File: src/rtl/fetch_unit.sv
// Instruction-fetch stage: owns the PC, issues in-order word fetches and buffers
// returned instructions with their PCs for a valid/ready handshake to decode.
module fetch_unit #(
  parameter logic [31:0] RESET_PC = 32'h0000_0000,
  parameter int unsigned DEPTH    = 4
) (
  input  logic        clk,
  input  logic        rst_n,
  output logic        imem_req_valid,
  input  logic        imem_req_ready,
  output logic [31:0] imem_req_addr,
  input  logic        imem_rsp_valid,
  input  logic [31:0] imem_rsp_data,
  input  logic        redirect_valid,
  input  logic [31:0] redirect_pc,
  input  logic        dec_ready,
  output logic        dec_valid,
  output logic [31:0] dec_instr,
  output logic [31:0] dec_pc
);

  localparam int unsigned PtrW = $clog2(DEPTH);
  localparam int unsigned CntW = PtrW + 1;
  localparam logic [31:0] Nop  = 32'h0000_0013;

  logic [31:0]            pc_q, pc_d;
  logic [DEPTH-1:0][31:0] ent_pc_q, ent_pc_d;
  logic [DEPTH-1:0][31:0] ent_instr_q, ent_instr_d;
  logic [DEPTH-1:0]       filled_q, filled_d;
  logic [PtrW-1:0]        head_q, head_d;
  logic [PtrW-1:0]        tail_q, tail_d;
  logic [PtrW-1:0]        fill_q, fill_d;
  logic [CntW-1:0]        count_q, count_d;
  logic [CntW-1:0]        unfilled_q, unfilled_d;
  logic [CntW-1:0]        drop_q, drop_d;

  logic            accept;
  logic            pop;
  logic            fill_en;
  logic [CntW:0]   credits_used;

  // Credits cover both live entries and responses still owed for flushed ones.
  assign credits_used = {1'b0, count_q} + {1'b0, drop_q};

  always_comb begin
    imem_req_valid = rst_n & ~redirect_valid & (credits_used < (CntW + 1)'(DEPTH));
    imem_req_addr  = pc_q;
    dec_valid      = filled_q[head_q] & ~redirect_valid;
    dec_instr      = Nop;
    dec_pc         = '0;
    if (dec_valid) begin
      dec_instr = ent_instr_q[head_q];
      dec_pc    = ent_pc_q[head_q];
    end
  end

  assign accept  = imem_req_valid & imem_req_ready;
  assign pop     = dec_valid & dec_ready;
  assign fill_en = imem_rsp_valid & ~redirect_valid & (drop_q == '0) & (unfilled_q != '0);

  always_comb begin
    pc_d        = pc_q;
    ent_pc_d    = ent_pc_q;
    ent_instr_d = ent_instr_q;
    filled_d    = filled_q;
    head_d      = head_q;
    tail_d      = tail_q;
    fill_d      = fill_q;
    count_d     = count_q;
    unfilled_d  = unfilled_q;
    drop_d      = drop_q;
    if (redirect_valid) begin
      // Everything allocated but unfilled becomes a stale response to swallow;
      // a response landing this cycle is itself one of those.
      pc_d       = redirect_pc & 32'hFFFF_FFFC;
      filled_d   = '0;
      head_d     = '0;
      tail_d     = '0;
      fill_d     = '0;
      count_d    = '0;
      unfilled_d = '0;
      drop_d     = drop_q + unfilled_q - CntW'(imem_rsp_valid);
    end else begin
      if (imem_rsp_valid && drop_q != '0) begin
        drop_d = drop_q - CntW'(1);
      end
      if (fill_en) begin
        ent_instr_d[fill_q] = imem_rsp_data;
        filled_d[fill_q]    = 1'b1;
        fill_d              = fill_q + PtrW'(1);
      end
      if (pop) begin
        filled_d[head_q] = 1'b0;
        head_d           = head_q + PtrW'(1);
      end
      if (accept) begin
        ent_pc_d[tail_q] = pc_q;
        filled_d[tail_q] = 1'b0;
        tail_d           = tail_q + PtrW'(1);
        pc_d             = pc_q + 32'd4;
      end
      count_d    = count_q + CntW'(accept) - CntW'(pop);
      unfilled_d = unfilled_q + CntW'(accept) - CntW'(fill_en);
    end
  end

  always_ff @(posedge clk or negedge rst_n) begin
    if (!rst_n) begin
      pc_q        <= RESET_PC;
      ent_pc_q    <= '0;
      ent_instr_q <= '0;
      filled_q    <= '0;
      head_q      <= '0;
      tail_q      <= '0;
      fill_q      <= '0;
      count_q     <= '0;
      unfilled_q  <= '0;
      drop_q      <= '0;
    end else begin
      pc_q        <= pc_d;
      ent_pc_q    <= ent_pc_d;
      ent_instr_q <= ent_instr_d;
      filled_q    <= filled_d;
      head_q      <= head_d;
      tail_q      <= tail_d;
      fill_q      <= fill_d;
      count_q     <= count_d;
      unfilled_q  <= unfilled_d;
      drop_q      <= drop_d;
    end
  end

endmodule

File: config.mk
export PLATFORM = sky130hd
export DESIGN_NAME = fetch_unit
export DESIGN_NICKNAME = d
export VERILOG_FILES = /design/src/rtl/fetch_unit.sv
export SDC_FILE = /design/constraint.sdc
export NUM_CORES = 1
export LEC_CHECK = 0
export ABC_AREA = 1
export BUFFER_PORTS_ARGS = -buffer_cell sky130_fd_sc_hd__buf_2
export CAP_MARGIN = 20
export CORE_ASPECT_RATIO = 1.25
export CORE_UTILIZATION = 64
export DETAILED_ROUTE_END_ITERATION = 12
export GPL_TIMING_DRIVEN = 0
export HOLD_SLACK_MARGIN = 0.1
export PLACE_DENSITY = 0.9
export SLEW_MARGIN = 10
export SYNTH_ARGS = -nofsm -noshare
export SYNTH_HDL_FRONTEND = slang
export SYNTH_SLANG_ARGS = --single-unit
File: constraint.sdc
create_clock -name clk -period 7.5 [get_ports clk]
set_input_delay 1.125 -clock clk [delete_from_list [all_inputs] [get_ports clk]]
set_output_delay 1.125 -clock clk [all_outputs]
set_load 0.02 [all_outputs]
After elaboration in Yosys (flattened, before gate mapping)
Cells that the tools add are included.
{ "op_classes": {"add_sub_neg": 12, "order_cmp": 7, "n_reduce_logical": 13, "n_bitwise": 14, "n_mux": 38} }
{ "op_table": {"columns": ["operator", "n"], "rows": [
  ["$bwmux 128", 2],
  ["$mux 32", 8],
  ["$bmux 32 s2", 2],
  ["$demux 32 s2", 2],
  ["$add 32x3->32 const B", 1],
  ["$mux 4", 6],
  ["$mux 2", 6],
  ["$mux 3", 4],
  ["$lt 2x3->1 const B", 3],
  ["$sub 3x1->3", 3],
  ["$and 1x1->1", 8],
  ["$and 4x4->4", 2],
  ["$not 4->4", 2],
  ["$reduce_bool 2->1", 4],
  ["$add 2x1->2 const B", 3],
  ["$add 3x1->3", 2],
  ["$demux 1 s2", 3],
  ["$ge 2x1->1 const B", 3],
  ["$reduce_bool 3->1", 2],
  ["$add 3x3->4", 1],
  ["$logic_and 1x1->1", 4],
  ["$lt 4x3->1 const B", 1],
  ["$mux 1", 4],
  ["$or 4x4->4", 1],
  ["6 further kinds", 7]
]} }
{ "word_totals": {"word_cells": 100, "inputBits": 70, "reg_bits": 307} }

Longest topological paths before layout
Gate-level depths: netlist of the first run.
{ "depth": {"depth_word": 13, "depth_mapped": 13} }

Worst setup path after synthesis of the first run
Ideal clock, no wire load.
{ "synth_path": {"kind": "input -> output", "from": "input redirect_valid", "to": "output dec_instr[0]", "path_buffers": 2, "slack_ns": 4.378, "cell_stages": 6, "required_ns": 6.375, "arrival_time_ns": 1.997, "cell_sequence": "buf_6 inv_2 nand2_1 buf_4 inv_1 nand3_1"} }
{ "synth_via": {"elab_chain_len": 3} }
{ "synth_lines": {"columns": ["element", "line", "source"], "rows": [
  ["start, declared", "14", "input logic redirect_valid,"],
  ["$not 1->1 (no source line)", null, null],
  ["$and 1x1->1", "48", "dec_valid = filled_q[head_q] & ~redirect_valid;"],
  ["via dec_valid", "17", "output logic dec_valid,"],
  ["$mux 32", "51", "if (dec_valid) begin"],
  ["end, declared", "18", "output logic [31:0] dec_instr,"]
]} }
The timed path passes the listed nets, and every way through them passes these cells.

Worst setup path after layout of the first run
{ "layout_path": {"from": "register head_q[0]", "to": "output dec_instr[0]"} }
{ "layout_via": {"elab_chain_len": 4} }
{ "layout_lines": {"columns": ["element", "line", "source"], "rows": [
  ["start, declared", "30", "logic [PtrW-1:0] head_q, head_d;"],
  ["start signal, assigned", "113", "head_q <= '0;"],
  ["start signal, assigned", "124", "head_q <= head_d;"],
  ["$bmux 1 s2", "48", null],
  ["$mux 1 (not written as such)", "48", null],
  ["$and 1x1->1", "48", null],
  ["$mux 32 *", "51", null]
]} }
Every way passes the cells marked *; elsewhere a longest branch is shown, timed or not. The select of a mux whose other input is x is not followed.

==> reports/results.txt, run 1 <==
Max-cap violations - 0
Number of distinct library cell variants in the gate-level netlist after synthesis - 31
Number of H-tree branching levels - 1
Count of routing violations after the opening detailed-route iteration - 1321
Worst Max-Slew Pin Slew - 0.863 ns
Number of iterations in the first detailed-routing pass - 6
Number of fill cells in the layout - 1672
Number of ports placed on the die boundary - 168
Global-route wire length before repair - 68000 µm
Type of the worst setup path - reg2out
Leakage Power - 0.00883 µW
Fraction of the mapped netlist area in adder cells - 2.39%
Number of remaining DRC errors - 0
Critical Path, Cell by Cell - clkinv_1, buf_2, clkbuf_1, o21ai_0, nand3_1, buf_2
Crit-path max cell delay - 0.51 ns
Portion of netlist area occupied by mux cells - 0%
Area share of and/or/nand/nor cells after synthesis - 22.0%
Final setup violating endpoints - 0
Die Wd - 139 µm
Hold bufs inserted after CTS - 0
Worst-case headroom to the max-slew limit - 42.4%
Buffers on Ports - 160
Combinational family with the most area after synthesis - simple AND/OR/NAND/NOR gates
Clock latency reported for the late side of the worst-skew pair - 0.55 ns
Maximum number of pins on one net before global-route repair - 116
Worst path required time - 6.38 ns
Final WS setup - 3.58 ns
Layout cell share with drive strength beyond 1 - 16.4%
GP Congestion - 1.03
Worst IR drop on VDD - 0.176 mV
Maximum frequency from static timing analysis - 255 MHz
Placement row count - 62
Die outline area - 24200 µm²
Total global-route track usage - 35.4%
Resize count post-CTS - 0
Fin. max-slew vios - 0
Chip Height - 174 µm
# nets final - 2210
Root Driver - sky130_fd_sc_hd__clkbuf_16
Final routed wirelength across all metal layers - 42100 µm
Most common library cell in the layout ignoring fill and taps - sky130_fd_sc_hd__nand2_1
Starting density of the core - 65.5%
Post-CTS setup repair buffer count - 0
Sort of element at the start of the critical path - flip-flop
PD cells - 246 nW/µm²
Yosys Warn Count - 0
Worst hold path type - reg2reg
Summed instance area of the synthesized netlist - 15100 µm²
Setup slack after placement - 3.58 ns
Half-perimeter wire length of the detailed placement result - 30100 µm
RSZ-0062 raised after global routing - false
Number of antenna violations at the first check in global routing - 0
Clock Skews - 0.0152 ns
Total negative slack for setup checks - 0 ns
Most frequent cells in the layout - sky130_fd_sc_hd__nand2_1, sky130_fd_sc_hd__dfrtp_1, sky130_fd_sc_hd__buf_2, sky130_fd_sc_hd__nor2_1, sky130_fd_sc_hd__o21ai_0
Sequential-to-total area share from yosys stat - 49.2%
Clock sink total - 297
Final clock period utilization by the worst path - 52.2%
Fraction of the mapped netlist area in compound gates - 16.6%
Core footprint - 23000 µm²
Number of clock buffers inserted by TritonCTS - 29
Via density per instance - 5.77
Standard cell area after detailed placement - 16300 µm²
Arrival time of data at the critical path endpoint - 2.79 ns
Clock tree from TritonCTS - built
Most common cell on crit path - sky130_fd_sc_hd__buf_2
Final critical-path required period - 3.92 ns
Area added between synthesis and finish - 14.0%
Cell area after layout - 17200 µm²
Number of global-route vias before repair - 13732
Antenna-violating nets left - 0
Area of the multi-input gates - 6330 µm²
Cell count after synthesis - 1917
Area taken by flip-flops and latches - 7430 µm²
Cell with the largest stage delay on the worst path - sky130_fd_sc_hd__dfrtp_1
Final hold viol count - 0
Xor/xnor cell area share of the yosys netlist - 0.812%
Largest fanout on the critical path - 11
Vias post-DR - 13975
CP endpoint kind - output port
Number of synthesized register bits - 297
Residual overflow from global routing - 0
Max clock buf depth - 3
Run status - finished clean
Per-instance average area after synthesis - 7.88 µm²
Reg clk slew, reported paths - 0.06 ns
Routed WL per cell - 17.4 µm
metal layers:
metal / GRT usage [%] / vias to the layer above / wire (µm)
met3: 4.39 / 148 / 3290
met5: 0 / - / 0
met1: 42.8 / 6568 / 15700
met4: 18.5 / 0 / 1930
li1: - / 6506 / -
met2: 61.9 / 753 / 21200
path summary, 6_finish.rpt:
check	endpoint	slack, ns	start	depth (start not counted)
max	dec_instr[0]	3.58	head_q[0]$_DFFE_PN0P_	6
min	ent_instr_q[28]$_DFFE_PN0P_	0.47	ent_instr_q[28]$_DFFE_PN0P_	2
min reg2reg	ent_instr_q[28]$_DFFE_PN0P_	0.47	ent_instr_q[28]$_DFFE_PN0P_	2
min in group asynchronous	ent_instr_q[44]$_DFFE_PN0P_	0.64	rst_n	1
max reg2reg	count_q[2]$_DFF_PN0_	4.72	head_q[0]$_DFFE_PN0P_	12
max in group asynchronous	ent_instr_q[57]$_DFFE_PN0P_	5.74	rst_n	2
cells in the mapped netlist:
cell type	count	area share, %
sky130_fd_sc_hd__nand2_1	582	14
sky130_fd_sc_hd__dfrtp_1	297	49
sky130_fd_sc_hd__nor2_1	184	4.6
sky130_fd_sc_hd__o21ai_0	171	5.7
sky130_fd_sc_hd__inv_1	152	3.8
sky130_fd_sc_hd__a21oi_1	124	4.1
sky130_fd_sc_hd__o21ai_1	108	3.6
sky130_fd_sc_hd__nand3_1	64	2.1
sky130_fd_sc_hd__o21ai_2	46	2.7
sky130_fd_sc_hd__buf_2	36	1.2
sky130_fd_sc_hd__buf_6	25	1.9
sky130_fd_sc_hd__ha_1	24	2.0
sky130_fd_sc_hd__buf_4	21	1.0
sky130_fd_sc_hd__clkbuf_1	17	0.42
sky130_fd_sc_hd__buf_1	12	0.30
sky130_fd_sc_hd__xor2_1	11	0.64
sky130_fd_sc_hd__o211ai_1	10	0.50
sky130_fd_sc_hd__inv_2	5	0.12
sky130_fd_sc_hd__nand2_2	5	0.21
sky130_fd_sc_hd__nand2_4	5	0.37
sky130_fd_sc_hd__fa_1	3	0.40
sky130_fd_sc_hd__nor2_4	3	0.22
sky130_fd_sc_hd__xnor2_1	3	0.17
sky130_fd_sc_hd__inv_4	2	0.083
sky130_fd_sc_hd__a31oi_1	1	0.041
sky130_fd_sc_hd__clkbuf_2	1	0.033
sky130_fd_sc_hd__clkinv_1	1	0.025
sky130_fd_sc_hd__conb_1	1	0.025
sky130_fd_sc_hd__inv_8	1	0.075
sky130_fd_sc_hd__nand4_1	1	0.041
sky130_fd_sc_hd__nor3_1	1	0.033
critical path, delay by kind of cell (launching register included):
| kind | cells | cell delay (ns) |
|---|---|---|
| flip-flops | 1 | 0.51 |
| AO/OA/AOI/OAI | 1 | 0.33 |
| buffers and inverters | 4 | 1.27 |
| AND/OR/NAND/NOR | 1 | 0.14 |
state kept, by name (all words and copies together) (netlist names):
signal and cells:
count_q 3, drop_q 3, ent_instr_q 128, ent_pc_q 120, fill_q 2, filled_q 4, head_q 2, imem_req_addr 30
tail_q 2, unfilled_q 3
layout make-up:
type	instances	share of cell area, %
sequential	297	43.2
timing repair buffer	162	5.03
clock inverter	5	0.160
buffer	112	4.26
multi-input combinational	1350	36.8
tap	288	2.09
inverter	161	3.58
clock buffer	48	4.92
antenna	1	0.0145
through the flow:
| stage | hold WS [ns] | instances | total power (µW) | utilization, % |
|---|---|---|---|---|
| after CTS | 0.477 | 2423 | 4230 | 74.7 |
| after detailed placement | 0.460 | 2370 | 2860 | 70.9 |
| after floorplan | 0.444 | 1920 | 2600 | - |
| final | 0.475 | 2424 | 4240 | 74.7 |
| after global placement | 0.456 | 2368 | 2810 | 70.6 |
| after global routing | 0.486 | 2423 | 4440 | 74.7 |
power by group:
part / switching (µW) / internal [µW] / total, µW
clock network: 606 / 765 / 1370
logic: 524 / 308 / 832
registers: 174 / 1860 / 2040
total: 1300 / 2940 / 4240
kinds of logic (layout without fill, tap and decap cells):
kind of cell	after synthesis	in the layout
other	1	5
flip-flops	297	297
AND/OR/NAND/NOR	845	845
adder cells (fa/ha/maj)	27	27
AO/OA/AOI/OAI	460	460
buffers and inverters	273	488
XOR/XNOR	14	14
Power figures use the tool's default switching activity.
==> inputs of run 2 (changes only) <==
--- a/config.mk
+++ b/config.mk
@@ -9,11 +9,11 @@
 export BUFFER_PORTS_ARGS = -buffer_cell sky130_fd_sc_hd__buf_2
 export CAP_MARGIN = 20
 export CORE_ASPECT_RATIO = 1.25
-export CORE_UTILIZATION = 64
+export CORE_UTILIZATION = 53
 export DETAILED_ROUTE_END_ITERATION = 12
 export GPL_TIMING_DRIVEN = 0
 export HOLD_SLACK_MARGIN = 0.1
-export PLACE_DENSITY = 0.9
+export PLACE_DENSITY = 0.8
 export SLEW_MARGIN = 10
 export SYNTH_ARGS = -nofsm -noshare
 export SYNTH_HDL_FRONTEND = slang
==> constraint.sdc (replaced) <==
create_clock -name clk -period 3.5 [get_ports clk]
set_input_delay 0.525 -clock clk [delete_from_list [all_inputs] [get_ports clk]]
set_output_delay 0.525 -clock clk [all_outputs]
set_load 0.02 [all_outputs]
==> reports/results.txt, run 2 (same netlist as run 1, synthesis figures left out) <==
Largest fanout on the critical path - 11 (unchanged)
Largest register by flop count - ent_instr_q (unchanged)
Half-perimeter wire length of the detailed placement result - 30300 µm (was 30100 µm)
Worst Max-Slew Pin Slew - 0.661 ns (was 0.863 ns)
Most common cell on crit path - sky130_fd_sc_hd__buf_2 (unchanged)
Number of fill cells in the layout - 2422 (was 1672)
Number of clock buffers inserted by TritonCTS - 29 (unchanged)
Final hold viol count - 0 (unchanged)
Most frequent cells in the layout - sky130_fd_sc_hd__nand2_1, sky130_fd_sc_hd__dfrtp_1, sky130_fd_sc_hd__buf_2, sky130_fd_sc_hd__nor2_1, sky130_fd_sc_hd__o21ai_0 (unchanged)
Routed WL per cell - 17.5 µm (was 17.4 µm)
Cell with the largest stage delay on the worst path - sky130_fd_sc_hd__dfrtp_1 (unchanged)
Reg clk slew, reported paths - 0.07 ns (was 0.06 ns)
Crit-path max cell delay - 0.50 ns (was 0.51 ns)
Vias post-DR - 13755 (was 13975)
Layout cell share with drive strength beyond 1 - 17.0% (was 16.4%)
Final routed wirelength across all metal layers - 43500 µm (was 42100 µm)
Run status - finished clean (unchanged)
Area taken by flip-flops and latches - 7430 µm² (unchanged)
Leakage Power - 0.00888 µW (was 0.00883 µW)
Maximum frequency from static timing analysis - 296 MHz
Cell area after layout - 17400 µm² (was 17200 µm²)
Core footprint - 27800 µm² (was 23000 µm²)
Residual overflow from global routing - 0 (unchanged)
Final clock period utilization by the worst path - 96.6%
Total global-route track usage - 30.1% (was 35.4%)
Most common library cell in the layout ignoring fill and taps - sky130_fd_sc_hd__nand2_1 (unchanged)
Arrival time of data at the critical path endpoint - 2.86 ns (was 2.79 ns)
Starting density of the core - 54.3% (was 65.5%)
Max-cap violations - 0 (unchanged)
Worst path required time - 2.97 ns (was 6.38 ns)
Maximum number of pins on one net before global-route repair - 112 (was 116)
Via density per instance - 5.53 (was 5.77)
Fin. max-slew vios - 0 (unchanged)
Critical Path, Cell by Cell - clkinv_1, buf_2, clkbuf_1, o21ai_0, a21oi_1, buf_2 (was clkinv_1, buf_2, clkbuf_1, o21ai_0, nand3_1, buf_2)
Clock Skews - 0.0186 ns (was 0.0152 ns)
Area of the multi-input gates - 6330 µm² (unchanged)
Setup slack of the worst register-to-register path - 0.72 ns (was 4.72 ns)
Clock latency reported for the late side of the worst-skew pair - 0.56 ns (was 0.55 ns)
Buffers on Ports - 160 (unchanged)
Total negative slack for setup checks - 0 ns (unchanged)
Antenna-violating nets left - 0 (unchanged)
Root Driver - sky130_fd_sc_hd__clkbuf_16 (unchanged)
Post-CTS setup repair buffer count - 0 (unchanged)
Final critical-path required period - 3.38 ns
Placement row count - 68 (was 62)
Minimum hold slack - 0.200 ns (was 0.475 ns)
Worst-case headroom to the max-slew limit - 56.0% (was 42.4%)
Clock sink total - 297 (unchanged)
Number of H-tree branching levels - 1 (unchanged)
Count of routing violations after the opening detailed-route iteration - 1398 (was 1321)
Die outline area - 29200 µm² (was 24200 µm²)
Type of the worst setup path - reg2out (unchanged)
Number of global-route vias before repair - 13656 (was 13732)
RSZ-0062 raised after global routing - false (unchanged)
Max reg flops - 128 (unchanged)
Worst hold path type - in2reg (was reg2reg)
# nets final - 2212 (was 2210)
Resize count post-CTS - 0 (unchanged)
Number of ports placed on the die boundary - 168 (unchanged)
Number of antenna violations at the first check in global routing - 1 (was 0)
Clock tree from TritonCTS - built (unchanged)
CP endpoint kind - output port (unchanged)
Hold bufs inserted after CTS - 2 (was 0)
Number of remaining DRC errors - 0 (unchanged)
Die Wd - 153 µm (was 139 µm)
Final setup violating endpoints - 0 (unchanged)
Standard cell area after detailed placement - 16400 µm² (was 16300 µm²)
Max clock buf depth - 3 (unchanged)
Worst IR drop on VDD - 0.424 mV (was 0.176 mV)
Global-route wire length before repair - 69700 µm (was 68000 µm)
PD cells - 536 nW/µm² (was 246 nW/µm²)
Sort of element at the start of the critical path - flip-flop (unchanged)
Number of iterations in the first detailed-routing pass - 6 (unchanged)
Area added between synthesis and finish - 15.3% (was 14.0%)
Chip Height - 191 µm (was 174 µm)
GP Congestion - 1.01 (was 1.03)
-- run 2: worst paths after layout --
| kind | to | from | depth (start not counted) |
|---|---|---|---|
| worst min-delay path | imem_req_addr[7]$_DFFE_PN0N_ | redirect_pc[7] | 3 |
| worst max register to register | count_q[2]$_DFF_PN0_ | head_q[0]$_DFFE_PN0P_ | 13 |
| max in group asynchronous | ent_pc_q[112]$_DFFE_PN0P_ | rst_n | 3 |
| worst min register to register | ent_instr_q[24]$_DFFE_PN0P_ | ent_instr_q[24]$_DFFE_PN0P_ | 2 |
| min in group asynchronous | ent_instr_q[44]$_DFFE_PN0P_ | rst_n | 3 |
| worst max-delay path | dec_pc[28] | head_q[0]$_DFFE_PN0P_ | 6 |
-- run 2: through the flow --
| stage | total power (µW) | std cells | util (%) | worst slack, ns |
|---|---|---|---|---|
| 4_1_cts | 9330 | 2487 | 62.6 | 0.178 |
| 3_3_place_gp | 6030 | 2430 | 58.8 | -4.15 |
| 3_5_place_dp | 6140 | 2432 | 59.0 | -0.229 |
| 5_1_grt | 9810 | 2487 | 62.6 | 0.0134 |
| 2_1_floorplan | 5570 | 1920 | - | 0.931 |
| 6_report | 9330 | 2488 | 62.6 | 0.120 |
-- run 2: final cells by class --
type | instances | area share (%)
clock buffer | 35 | 4.47
buffer | 112 | 4.21
timing repair buffer | 164 | 5.19
tap | 350 | 2.51
multi-input combinational | 1350 | 36.3
inverter | 161 | 3.54
sequential | 297 | 42.7
clock inverter | 18 | 1.05
antenna | 1 | 0.0144
-- run 2: critical path: cells and delay by family, from the launching register on --
family / cells / cell delay [ns]
flops: 1 / 0.50
buf+inv: 4 / 1.30
compound gates: 2 / 0.48
-- run 2: where the power goes --
part	switching [µW]	internal [µW]	total, µW
logic	1110	661	1770
clock network	1390	1810	3190
registers	373	3990	4370
-- run 2: metal layers --
metal | share of wire (%) | up-vias | global-route usage, % | wire (µm)
li1 | - | 6502 | - | -
met1 | 39 | 6513 | 37.2 | 17100
met2 | 50 | 638 | 53.2 | 21800
met3 | 7.3 | 102 | 3.84 | 3170
met4 | 3.2 | 0 | 13.1 | 1380
met5 | 0 | - | 0 | 0
